<file path="src/rtl/fft_pkg.sv">
// Shared FFT package: default transform size and sample width, complex sample
// type, and the index bit-reversal helper used by the butterfly and reorder stages.
package fft_pkg;

  localparam int FFT_N = 3;
  localparam int FFT_W = 16;

  typedef struct packed {
    logic signed [FFT_W-1:0] re;
    logic signed [FFT_W-1:0] im;
  } cplx_t;

  // Reverses the low n bits of idx; bits at and above n come back as zero.
  function automatic logic [31:0] bitrev(input logic [31:0] idx, input int n);
    logic [31:0] r;
    logic [31:0] s;
    r = 32'd0;
    s = idx;
    for (int i = 0; i < 32; i++) begin
      if (i < n) begin
        r = {r[30:0], s[0]};
        s = {1'b0, s[31:1]};
      end else begin
        r = r;
        s = s;
      end
    end
    return r;
  endfunction

endpackage

</file>
<file path="src/rtl/fft_pingpong_ram.sv">
// Two-bank sample store for the reorder buffer: one synchronous write port and
// one combinational read port, each addressed as {bank, idx}.
module fft_pingpong_ram #(
  parameter int AW = 3,
  parameter int DW = 32
) (
  input  logic          clk,
  input  logic          wr_en,
  input  logic [AW:0]   wr_addr,
  input  logic [DW-1:0] wr_data,
  input  logic [AW:0]   rd_addr,
  output logic [DW-1:0] rd_data
);

  logic [DW-1:0] mem_r [2**(AW+1)];

  // Sample storage write port
  always_ff @(posedge clk) begin
    if (wr_en) begin
      mem_r[wr_addr] <= wr_data;
    end
  end

  assign rd_data = mem_r[rd_addr];

endmodule

</file>
<file path="src/rtl/fft_bitrev_reorder.sv">
// Re-emits bit-reversed FFT output frames in natural bin order via a ping-pong buffer.
// Defining FFT_REORDER_BYPASS_EN adds a per-frame bypass input that keeps arrival order.
module fft_bitrev_reorder
  import fft_pkg::*;
#(
  parameter int N = FFT_N,
  parameter int W = FFT_W
) (
  input  logic                clk,
  input  logic                rst_n,
  input  logic                in_valid,
  output logic                in_ready,
  input  logic signed [W-1:0] in_real,
  input  logic signed [W-1:0] in_img,
`ifdef FFT_REORDER_BYPASS_EN
  input  logic                bypass,
`endif
  output logic                out_valid,
  input  logic                out_ready,
  output logic signed [W-1:0] out_real,
  output logic signed [W-1:0] out_img,
  output logic [N-1:0]        out_idx,
  output logic                out_last
);

  localparam logic [N-1:0] CNT_ZERO = {N{1'b0}};
  localparam logic [N-1:0] CNT_ONE  = {{(N-1){1'b0}}, 1'b1};
  localparam logic [N-1:0] CNT_MAX  = {N{1'b1}};

  logic                wr_bank_r;
  logic                rd_bank_r;
  logic                in_ready_r;
  logic [N-1:0]        wr_cnt_r;
  logic [N-1:0]        rd_cnt_r;
  logic [1:0]          bank_full_r;
  logic                out_valid_r;
  logic                out_last_r;
  logic signed [W-1:0] out_real_r;
  logic signed [W-1:0] out_img_r;
  logic [N-1:0]        out_idx_r;

  logic                wr_fire_s;
  logic                wr_wrap_s;
  logic                rd_load_s;
  logic                rd_wrap_s;
  logic                wr_bank_nxt_s;
  logic [1:0]          set_mask_s;
  logic [1:0]          clr_mask_s;
  logic [1:0]          bank_full_nxt_s;
  logic [N-1:0]        wr_rev_s;
  logic [N-1:0]        wr_idx_s;
  logic [2*W-1:0]      rd_data_s;

  assign wr_fire_s = in_valid & in_ready_r;
  assign wr_wrap_s = wr_fire_s & (wr_cnt_r == CNT_MAX);
  assign rd_load_s = (~out_valid_r | out_ready) & bank_full_r[rd_bank_r];
  assign rd_wrap_s = rd_load_s & (rd_cnt_r == CNT_MAX);
  assign wr_rev_s  = N'(bitrev(32'(wr_cnt_r), N));

`ifdef FFT_REORDER_BYPASS_EN
  logic [1:0] byp_bank_r;
  logic       byp_cur_s;

  // The first sample of a frame decides its mode; later samples reuse the bank flag
  always_comb begin
    byp_cur_s = byp_bank_r[wr_bank_r];
    if (wr_cnt_r == CNT_ZERO) begin
      byp_cur_s = bypass;
    end else begin
      byp_cur_s = byp_bank_r[wr_bank_r];
    end
    wr_idx_s = wr_rev_s;
    if (byp_cur_s) begin
      wr_idx_s = wr_cnt_r;
    end else begin
      wr_idx_s = wr_rev_s;
    end
  end

  // Per-bank bypass flag captured with the frame's first sample
  always_ff @(posedge clk or negedge rst_n) begin
    if (!rst_n) begin
      byp_bank_r <= 2'b00;
    end else if (wr_fire_s && (wr_cnt_r == CNT_ZERO)) begin
      byp_bank_r[wr_bank_r] <= bypass;
    end else begin
      byp_bank_r <= byp_bank_r;
    end
  end
`else
  // Every frame is scattered to its bit-reversed slot
  always_comb begin
    wr_idx_s = wr_rev_s;
  end
`endif

  // Next-state of full flags and write bank; set and clear never hit the same bank
  always_comb begin
    set_mask_s = 2'b00;
    clr_mask_s = 2'b00;
    if (wr_wrap_s) begin
      set_mask_s = {wr_bank_r, ~wr_bank_r};
    end else begin
      set_mask_s = 2'b00;
    end
    if (rd_wrap_s) begin
      clr_mask_s = {rd_bank_r, ~rd_bank_r};
    end else begin
      clr_mask_s = 2'b00;
    end
    bank_full_nxt_s = (bank_full_r | set_mask_s) & ~clr_mask_s;
    if (wr_wrap_s) begin
      wr_bank_nxt_s = ~wr_bank_r;
    end else begin
      wr_bank_nxt_s = wr_bank_r;
    end
  end

  // Write side: counter, bank pointer, full flags and registered ready
  always_ff @(posedge clk or negedge rst_n) begin
    if (!rst_n) begin
      wr_cnt_r    <= CNT_ZERO;
      wr_bank_r   <= 1'b0;
      bank_full_r <= 2'b00;
      in_ready_r  <= 1'b1;
    end else begin
      bank_full_r <= bank_full_nxt_s;
      wr_bank_r   <= wr_bank_nxt_s;
      in_ready_r  <= ~bank_full_nxt_s[wr_bank_nxt_s];
      if (wr_fire_s) begin
        wr_cnt_r <= wr_cnt_r + CNT_ONE;
      end else begin
        wr_cnt_r <= wr_cnt_r;
      end
    end
  end

  // Read side: linear drain of the full bank into the output register
  always_ff @(posedge clk or negedge rst_n) begin
    if (!rst_n) begin
      rd_cnt_r    <= CNT_ZERO;
      rd_bank_r   <= 1'b0;
      out_valid_r <= 1'b0;
      out_real_r  <= {W{1'b0}};
      out_img_r   <= {W{1'b0}};
      out_idx_r   <= CNT_ZERO;
      out_last_r  <= 1'b0;
    end else if (rd_load_s) begin
      out_valid_r <= 1'b1;
      out_real_r  <= rd_data_s[2*W-1:W];
      out_img_r   <= rd_data_s[W-1:0];
      out_idx_r   <= rd_cnt_r;
      out_last_r  <= (rd_cnt_r == CNT_MAX);
      rd_cnt_r    <= rd_cnt_r + CNT_ONE;
      if (rd_wrap_s) begin
        rd_bank_r <= ~rd_bank_r;
      end else begin
        rd_bank_r <= rd_bank_r;
      end
    end else if (out_ready) begin
      out_valid_r <= 1'b0;
    end else begin
      out_valid_r <= out_valid_r;
    end
  end

  fft_pingpong_ram #(
    .AW(N),
    .DW(2*W)
  ) u_ram (
    .clk     (clk),
    .wr_en   (wr_fire_s),
    .wr_addr ({wr_bank_r, wr_idx_s}),
    .wr_data ({in_real, in_img}),
    .rd_addr ({rd_bank_r, rd_cnt_r}),
    .rd_data (rd_data_s)
  );

  assign in_ready  = in_ready_r;
  assign out_valid = out_valid_r;
  assign out_real  = out_real_r;
  assign out_img   = out_img_r;
  assign out_idx   = out_idx_r;
  assign out_last  = out_last_r;

endmodule

</file>
<file path="config.mk">
export PLATFORM = sky130hd
export DESIGN_NAME = fft_bitrev_reorder
export DESIGN_NICKNAME = d
export VERILOG_FILES = /design/src/rtl/fft_pkg.sv /design/src/rtl/fft_pingpong_ram.sv /design/src/rtl/fft_bitrev_reorder.sv
export SDC_FILE = /design/constraint.sdc
export NUM_CORES = 1
export LEC_CHECK = 0
export CORE_MARGIN = 2
export CORE_UTILIZATION = 45
export CTS_BUF_LIST = sky130_fd_sc_hd__clkbuf_4 sky130_fd_sc_hd__clkbuf_8 sky130_fd_sc_hd__clkbuf_16
export CTS_CLUSTER_DIAMETER = 80
export DETAILED_ROUTE_END_ITERATION = 8
export GPL_ROUTABILITY_DRIVEN = 0
export GPL_TIMING_DRIVEN = 0
export PLACE_DENSITY = 0.69
export SYNTH_ARGS = -nofsm -noshare
export SYNTH_HDL_FRONTEND = slang
export SYNTH_SLANG_ARGS = --single-unit
</file>
<file path="constraint.sdc">
create_clock -name clk -period 5.1 [get_ports clk]
set_clock_uncertainty 0.05 [all_clocks]
set_input_delay 1.02 -clock clk [delete_from_list [all_inputs] [get_ports clk]]
set_output_delay 1.02 -clock clk [all_outputs]
set_load 0.03 [all_outputs]
</file>
## Word level (Yosys, flattened, before mapping)

Memory sizes are Yosys's and may differ from the RTL's. A register that Yosys moved wholly into a read port is not among the register bits.
Index checks and enable logic that the tools add are counted.

- Input bits: 36
- Word-level logic and storage cells: 42
- Register bits after elaboration: 16
- Output and inout bits: 38
- RAM bits: 512
- Memories: 1

Memory list:

| name | words | width | read ports | clocked after Yosys merged registers in | write ports | RTL line | RTL |
|---|---|---|---|---|---|---|---|
| u_ram.mem_r | 16 | 32 | 1 | 1 | 1 | fft_pingpong_ram.sv:15 | `logic [DW-1:0] mem_r [2**(AW+1)];` |

- Bitwise logic cells: 12
- Reduce and logical (&&, ||, !) cells: 3
- $add $sub $neg: 2
- $lt $le $gt $ge: 2
- Equality and inequality tests: 2
- Multiplexer cells: 11

Operator list:

| cell | number |
|---|---|
| 1-bit 2-to-1 mux | 9 |
| 3-bit by 1-bit adder with 3-bit output, second input constant | 2 |
| 3-bit == test, second input constant | 2 |
| 1-bit bitwise AND | 4 |
| 1-bit by 2-bit less-than comparator with 1-bit output, second input constant | 2 |
| 2-bit 2-to-1 mux | 2 |
| 1-bit NOT | 4 |
| 2-bit bitwise AND | 1 |
| 2-bit NOT | 1 |
| 2-bit OR | 1 |
| 2-bit AND reduction | 1 |
| 2-bit nonzero test | 1 |
| 1-bit zero test | 1 |
| 1-bit OR | 1 |

## Depth between registers and ports, before layout

Gate-level depths: netlist of run 1.

- Depth after elaboration: 10
- Gate-level depth with buffers: 7
- Depth with buffers taken out: 7

## Modules after synthesis

Synthesis of run 1 repeated with hierarchy kept, for this count alone.

- Cells, all modules: 924
- Area total of the unflattened synthesis: 21150.3 µm²

By module, submodules not included:

| module | cells an instance | area an instance (µm²) | times used |
|---|---|---|---|
| fft_pingpong_ram | 806 | 19213.4 | 1 |
| fft_bitrev_reorder | 118 | 1936.9 | 1 |

## Least setup slack after synthesis of run 1

Ideal clock, no wire load.

- Kind: input-to-reg
- Start point: input port in_valid
- End point: memory u_ram.mem_r[8][0] (enable)
- Data arrival time: 3.721 ns
- Library setup time: 0.461 ns
- Stages on the path: 3
- Buffers on the path: 0
- Path slack: 0.868 ns
- Path through: nand2_1 or3_1 nor3_1

- Cells in the longest elaborated chain, start to end: 3

Ends and longest elaborated chain:

| what | RTL line | RTL |
|---|---|---|
| start: declaration | fft_bitrev_reorder.sv:11 | `input logic in_valid,` |
| 1-bit bitwise AND | fft_bitrev_reorder.sv:54 | `assign wr_fire_s = in_valid & in_ready_r;` |
| 1-bit 2-to-1 mux | fft_pingpong_ram.sv:19 | `if (wr_en) begin` |
| 1-bit 2-to-1 mux (implied by the code) | fft_pingpong_ram.sv:20 | `mem_r[wr_addr] <= wr_data;` |
| end: declaration | fft_pingpong_ram.sv:15 |  |

No other way between the ends.

## Worst setup path after layout of run 1

- Start point: input port in_valid
- End point: memory u_ram.mem_r[8][2] (enable)

Same word-level chain as after synthesis.

==> flow_metrics.env, run 1 <==
export IMPL_outcome="complete, no violations"
export IMPL_fin_ws_ns=1.59
export IMPL_synth_edf_count=512
export IMPL_cts_clk_slew_worst_paths_ns=0.06
export IMPL_layout_commonest_cell="edfxtp_1"
export IMPL_hp_class="primary input to async pin"
export IMPL_yosys_register_bits=560
export IMPL_criticalPathCategory="primary input to flip-flop"
export IMPL_dp_hpwl_um=29800
export IMPL_avgSynthCellArea_um2=23.0
export IMPL_placedCellCount=1646
export IMPL_reg2reg_from="in_ready"
export IMPL_synth_nets=973
export IMPL_p_leak_nw=8.23
export IMPL_die_w_um=222
export IMPL_antenna_left=0
export IMPL_syn_inst=931
export IMPL_synth_area_top_cells="edfxtp_1, mux4_2, dfrtp_1"
export IMPL_first_pass_iters=6
export IMPL_cts_root_buf="clkbuf_16"
export IMPL_crit_fanout=9
export IMPL_worst_pin_slew_ns=1.25
export IMPL_netlist_area_um2=21500
export IMPL_die_y_um=222
export IMPL_critPathLaunch="in_valid"
export IMPL_num_vias=10300
export IMPL_drc=0
export IMPL_clockBufferDepth=3
export IMPL_synthArstFlopShare_pct=8.57
export IMPL_reg2reg_to="u_ram.mem_r[8][2]"
export IMPL_r2r_slack_ns=2.03
export IMPL_cp_num_buf_inv=3
export IMPL_pre_cts_ws_ns=1.08
export IMPL_core_um2=47400
export IMPL_start_util_pct=45.2
export IMPL_post_cts_buffers=0
export IMPL_path_depth=6
export IMPL_num_io_pins=74
export IMPL_grt_overflow=0
export IMPL_clkLatencyLatePin_ns=0.59
export IMPL_fill_cells=3621
export IMPL_cts_tree="yes"
export IMPL_end_kind="flip-flop"
export IMPL_critPathLaunchType="primary input"
export IMPL_cp_cell_sequence="clkdlybuf4s50_1 > nand2_1 > or3_1 > nor3_2 > buf_8 > buf_4"
export IMPL_grt_max_degree=30
export IMPL_diodes=0
export IMPL_nNetsFinal=1130
export IMPL_cts_resized=0
export IMPL_finalPower_w=0.0144
export IMPL_maxCapViolations=0
export IMPL_finalCriticalPeriod_ns=3.51
export IMPL_fmaxAchievable_ghz=0.285
export IMPL_totalWireLength_um=47400
export IMPL_endpoint="u_ram.mem_r[8][2]"
export IMPL_postCtsHoldBufs=0
export IMPL_grt_pass1_wl_um=70500
export IMPL_slowest_stage="nor3_2"
export IMPL_antenna_found_initial=0
export IMPL_synthDistinctLibCells=37
export IMPL_fin_cells=1747
export IMPL_p_per_area_nw_per_um2=570
export IMPL_r2r_worst_path_cells=5
export IMPL_yosysTopAreaCell="edfxtp_1"
export IMPL_synth_top_area_share_pct=71.6
export IMPL_cpPeakStageDelay_ns=0.99
export IMPL_drtIter0Drc=1036
export IMPL_io_buffers=73
export IMPL_layout_common_cells="edfxtp_1, mux4_2, clkdlybuf4s50_1, clkbuf_16, dfrtp_1"
export IMPL_rows=80
export IMPL_max_slew_margin_pct=16.1
export IMPL_yosysSeqAreaShare_pct=77.2
export IMPL_grt_use_total_pct=19.6
export IMPL_wl_per_cell_um=27.1
export IMPL_rsz0062_at_grt="false"
export IMPL_fin_crit_sh_pct=68.8
export IMPL_slew_violations=0
export IMPL_grt_pass1_vias=10700
export IMPL_viasPerCell=5.88
export IMPL_synthFlopType="edfxtp_1"
export IMPL_finalSetupViolations=0
export IMPL_stdcell_area_um2=25300
export IMPL_hold_viol_final=0
export IMPL_cts_sinks=560
export IMPL_arrival_ns=3.74
export IMPL_yosys_warnings=0
export IMPL_place_area_um2=23500
export IMPL_hold_worst_slack_ns=0.368
export IMPL_irDropWorstVdd_mv=0.267
export IMPL_required_ns=5.34
export IMPL_die_area_um2=49500
export IMPL_cts_inserted_buffers=55
export IMPL_syn_to_final_growth_pct=18.1
export IMPL_htree_levels=2
export IMPL_drive_gt1_share_pct=28.7
export IMPL_crit_family="simple AND/OR/NAND/NOR gates"
## per-layer routing
layer	routed length, um	global-route usage (%)	vias to the layer above
met5	0	0	-
met2	23600	32.6	396
met4	1190	6.26	0
met3	3280	3.49	94
li1	-	-	4308
met1	19200	26.5	5473
## power by group
part | internal (W) | switching, W | total (W)
logic | 0.00203 | 0.00261 | 0.00464
registers | 0.00553 | 0.000235 | 0.00576
clock network | 0.00238 | 0.00166 | 0.00403
## final cells by class
type                            count  area, um2  share of cell area, %
Sequential cell                   560      16600                   65.4
Timing Repair Buffer              100       1170                   4.60
Buffer                             56        367                   1.45
Clock inverter                     22        193                  0.761
Clock buffer                       79       1640                   6.46
Inverter                            4       15.0                 0.0593
Multi-Input combinational cell    311       4610                   18.2
Tap cell                          615        769                   3.04
## state kept, by name, summed over array words and instances, names as in the netlist
name	flops
u_ram.mem_r	512
out_img	16
out_real	16
out_idx	3
rd_cnt_r	3
wr_cnt_r	3
bank_full_r	2
in_ready	1
out_last	1
out_valid	1
rd_bank_r	1
wr_bank_r	1
## per-stage QoR
stage               setup TNS (ns)  util, %
finish                           0     53.4
global route                     0     53.4
CTS                              0     53.4
detailed placement               0     49.5
global placement           -381.47     48.4
floorplan                        0        -
## worst min path at each step
stage | start | end | slack (ns) | depth (start not counted)
detailed placement | out_idx[0] | out_idx[0] | 0.43 | 1
global placement | out_idx[0] | out_idx[0] | 0.42 | 1
CTS | rst_n | out_idx[0] | 0.36 | 1
floorplan | bank_full_r[0] | bank_full_r[0] | 0.44 | 1
global route | rst_n | out_idx[0] | 0.40 | 1
finish | rst_n | out_img[14] | 0.37 | 1
## Yosys cell counts (4+ instances only)
master    count
a21oi_1      32
dfrtp_1      47
clkbuf_1     17
buf_6        13
ha_1          6
o22ai_1      30
mux2i_1      33
nor3_1        4
nor2_1       14
edfxtp_1    512
mux4_2      112
inv_1         4
mux4_1       16
nand2b_1      5
buf_2        22
a221oi_2     30
mux2_1        5
## logic make-up after synthesis
group / count (synthesis) / share of synthesized area [%]
adders and majority gates: 6 / 0.350
and+or+nand+nor: 34 / 0.787
buffers and inverters: 60 / 1.78
AOI/OAI and AO/OA: 99 / 4.02
muxes: 169 / 15.7
xor gates and xnor gates: 3 / 0.122
DFF: 560 / 77.2
Power figures use the tool's default switching activity.
==> run 2: changes to the inputs <==
clock period = 3.4 ns   (was 5.1 ns; I/O delays follow)
==> run 2 against run 1 <==
Against the previous run: wire length increased by 1.5%; critical endpoint is now u_ram.mem_r[9][22]; sequential power increased by 51%; cell count decreased by 0.34%; sequential share of layout area decreased by 0.11 points.
==> flow_metrics.env, run 2 (synthesis gave the netlist of run 1 again) <==
export IMPL_crit_family="simple AND/OR/NAND/NOR gates"
export IMPL_worst_pin_slew_ns=1.04
export IMPL_critPathLaunch="in_valid"
export IMPL_num_vias=10200
export IMPL_grt_use_total_pct=19.7
export IMPL_max_slew_margin_pct=30.5
export IMPL_outcome="complete, no violations"
export IMPL_largest_register_ffs=512
export IMPL_start_util_pct=45.2
export IMPL_rows=80
export IMPL_required_ns=3.64
export IMPL_regMostFlops="u_ram.mem_r"
export IMPL_cts_resized=0
export IMPL_cp_cell_sequence="clkdlybuf4s50_1 > nand2_1 > or3_1 > nor2_4 > buf_16"
export IMPL_irDropWorstVdd_mv=0.435
export IMPL_first_pass_iters=5
export IMPL_clkLatencyLatePin_ns=0.60
export IMPL_die_y_um=222
export IMPL_maxCapViolations=0
export IMPL_hp_class="primary input to async pin"
export IMPL_drtIter0Drc=1066
export IMPL_cpPeakStageDelay_ns=0.72
export IMPL_criticalPathCategory="primary input to flip-flop"
export IMPL_p_int_w=0.0148
export IMPL_cts_inserted_buffers=54
export IMPL_reg2reg_to="u_ram.mem_r[9][22]"
export IMPL_slowest_stage="nor2_4"
export IMPL_layout_common_cells="edfxtp_1, mux4_2, clkdlybuf4s50_1, clkbuf_16, dfrtp_1"
export IMPL_antenna_found_initial=1
export IMPL_cp_num_buf_inv=2
export IMPL_finalSetupViolations=0
export IMPL_r2r_slack_ns=0.80
export IMPL_p_leak_nw=8.25
export IMPL_arrival_ns=2.90
export IMPL_finalCriticalPeriod_ns=2.66
export IMPL_layout_commonest_cell="edfxtp_1"
export IMPL_end_kind="flip-flop"
export IMPL_finalPower_w=0.0217
export IMPL_seqPwrFrac_pct=40.1
export IMPL_drc=0
export IMPL_fmaxAchievable_ghz=0.376
export IMPL_critPathLaunchType="primary input"
export IMPL_nNetsFinal=1123
export IMPL_core_um2=47400
export IMPL_hold_viol_final=0
export IMPL_sw_frac_of_total_pct=31.6
export IMPL_die_w_um=222
export IMPL_endpoint="u_ram.mem_r[9][22]"
export IMPL_viasPerCell=5.87
export IMPL_io_buffers=73
export IMPL_diodes=0
export IMPL_slew_violations=0
export IMPL_tns_ns=0
export IMPL_postCtsHoldBufs=0
export IMPL_htree_levels=2
export IMPL_post_cts_buffers=0
export IMPL_hold_worst_slack_ns=0.0875
export IMPL_grt_pass1_vias=10500
export IMPL_totalWireLength_um=48100
export IMPL_drive_gt1_share_pct=28.7
export IMPL_grt_pass1_wl_um=70600
export IMPL_place_area_um2=23600
export IMPL_p_sw_w=0.00686
export IMPL_crit_fanout=18
export IMPL_cts_tree="yes"
export IMPL_fin_crit_sh_pct=78.3
export IMPL_cts_sinks=560
export IMPL_clockBufferDepth=3
export IMPL_cts_root_buf="clkbuf_16"
export IMPL_power_share_clock_pct=27.4
export IMPL_rsz0062_at_grt="false"
export IMPL_dp_hpwl_um=30300
export IMPL_fin_ws_ns=0.738
export IMPL_p_per_area_nw_per_um2=854
export IMPL_num_io_pins=74
export IMPL_stdcell_area_um2=25400
export IMPL_wl_per_cell_um=27.6
export IMPL_path_depth=5
export IMPL_cts_clk_slew_worst_paths_ns=0.06
export IMPL_reg2reg_from="in_ready"
export IMPL_power_frac_comb_pct=32.5
export IMPL_r2r_worst_path_cells=4
export IMPL_pre_cts_ws_ns=0.145
export IMPL_grt_overflow=0
export IMPL_die_area_um2=49500
export IMPL_grt_max_degree=26
export IMPL_syn_to_final_growth_pct=18.3
export IMPL_antenna_left=0
-- run 2: cell types whose count changed in the layout (fill, tap and decap cells not counted), moves of 4 or more --
cell / delta
nor3_2: -4
clkinv_1: -4
buf_12: -4
buf_6: -10
nor3_4: +4
buf_16: +10
clkinv_2: +7
-- run 2: worst register-to-register path: cells and delay by family (launching register included) --
kind | cells | cell delay, ns
buffers and inverters | 1 | 0.25
AND/OR/NAND/NOR | 3 | 1.40
flip-flops | 1 | 0.57
-- run 2: power groups by stage --
stage | combinational, W | sequential, W | clock, W
CTS | 0.00711 | 0.00869 | 0.00605
floorplan | 0.00430 | 0.00910 | 0
global route | 0.00743 | 0.00874 | 0.00630
finish | 0.00704 | 0.00869 | 0.00594
global placement | 0.00672 | 0.00883 | 0
detailed placement | 0.00708 | 0.00883 | 0
-- run 2: through the flow --
step / util, % / cells
5_1_grt: 53.5 / 1741
2_1_floorplan: - / 931
3_5_place_dp: 49.7 / 1640
6_report: 53.5 / 1741
4_1_cts: 53.5 / 1741
3_3_place_gp: 48.4 / 1619
-- run 2: area by class of cell --
| type | instances | area [um2] |
|---|---|---|
| plain buffers | 56 | 367 |
| clock buffers | 77 | 1570 |
| clock inverters | 24 | 206 |
| fillers | 3572 | 22100 |
| inverters | 4 | 15.0 |
| multi-input cells | 311 | 4640 |
| flip-flops and latches | 560 | 16600 |
| well taps | 615 | 769 |
| repair buffers | 94 | 1230 |
-- run 2: worst min-delay path by stage --
stage          slack (ns)       start  cells past startpoint              to
2_1_floorplan        0.33       rst_n                      0  bank_full_r[0]
3_3_place_gp         0.43  out_idx[0]                      1      out_idx[0]
3_5_place_dp         0.44  out_idx[0]                      1      out_idx[0]
4_1_cts              0.08       rst_n                      1     wr_cnt_r[0]
5_1_grt              0.12       rst_n                      1     wr_cnt_r[0]
6_report             0.09       rst_n                      1     wr_cnt_r[0]
-- run 2: per-layer routing --
metal	up-vias	track usage [%]	wire, um
met5	-	0	11
met2	395	32.4	23800
li1	4300	-	-
met3	67	3.98	3170
met1	5453	27.6	20200
met4	2	4.37	867
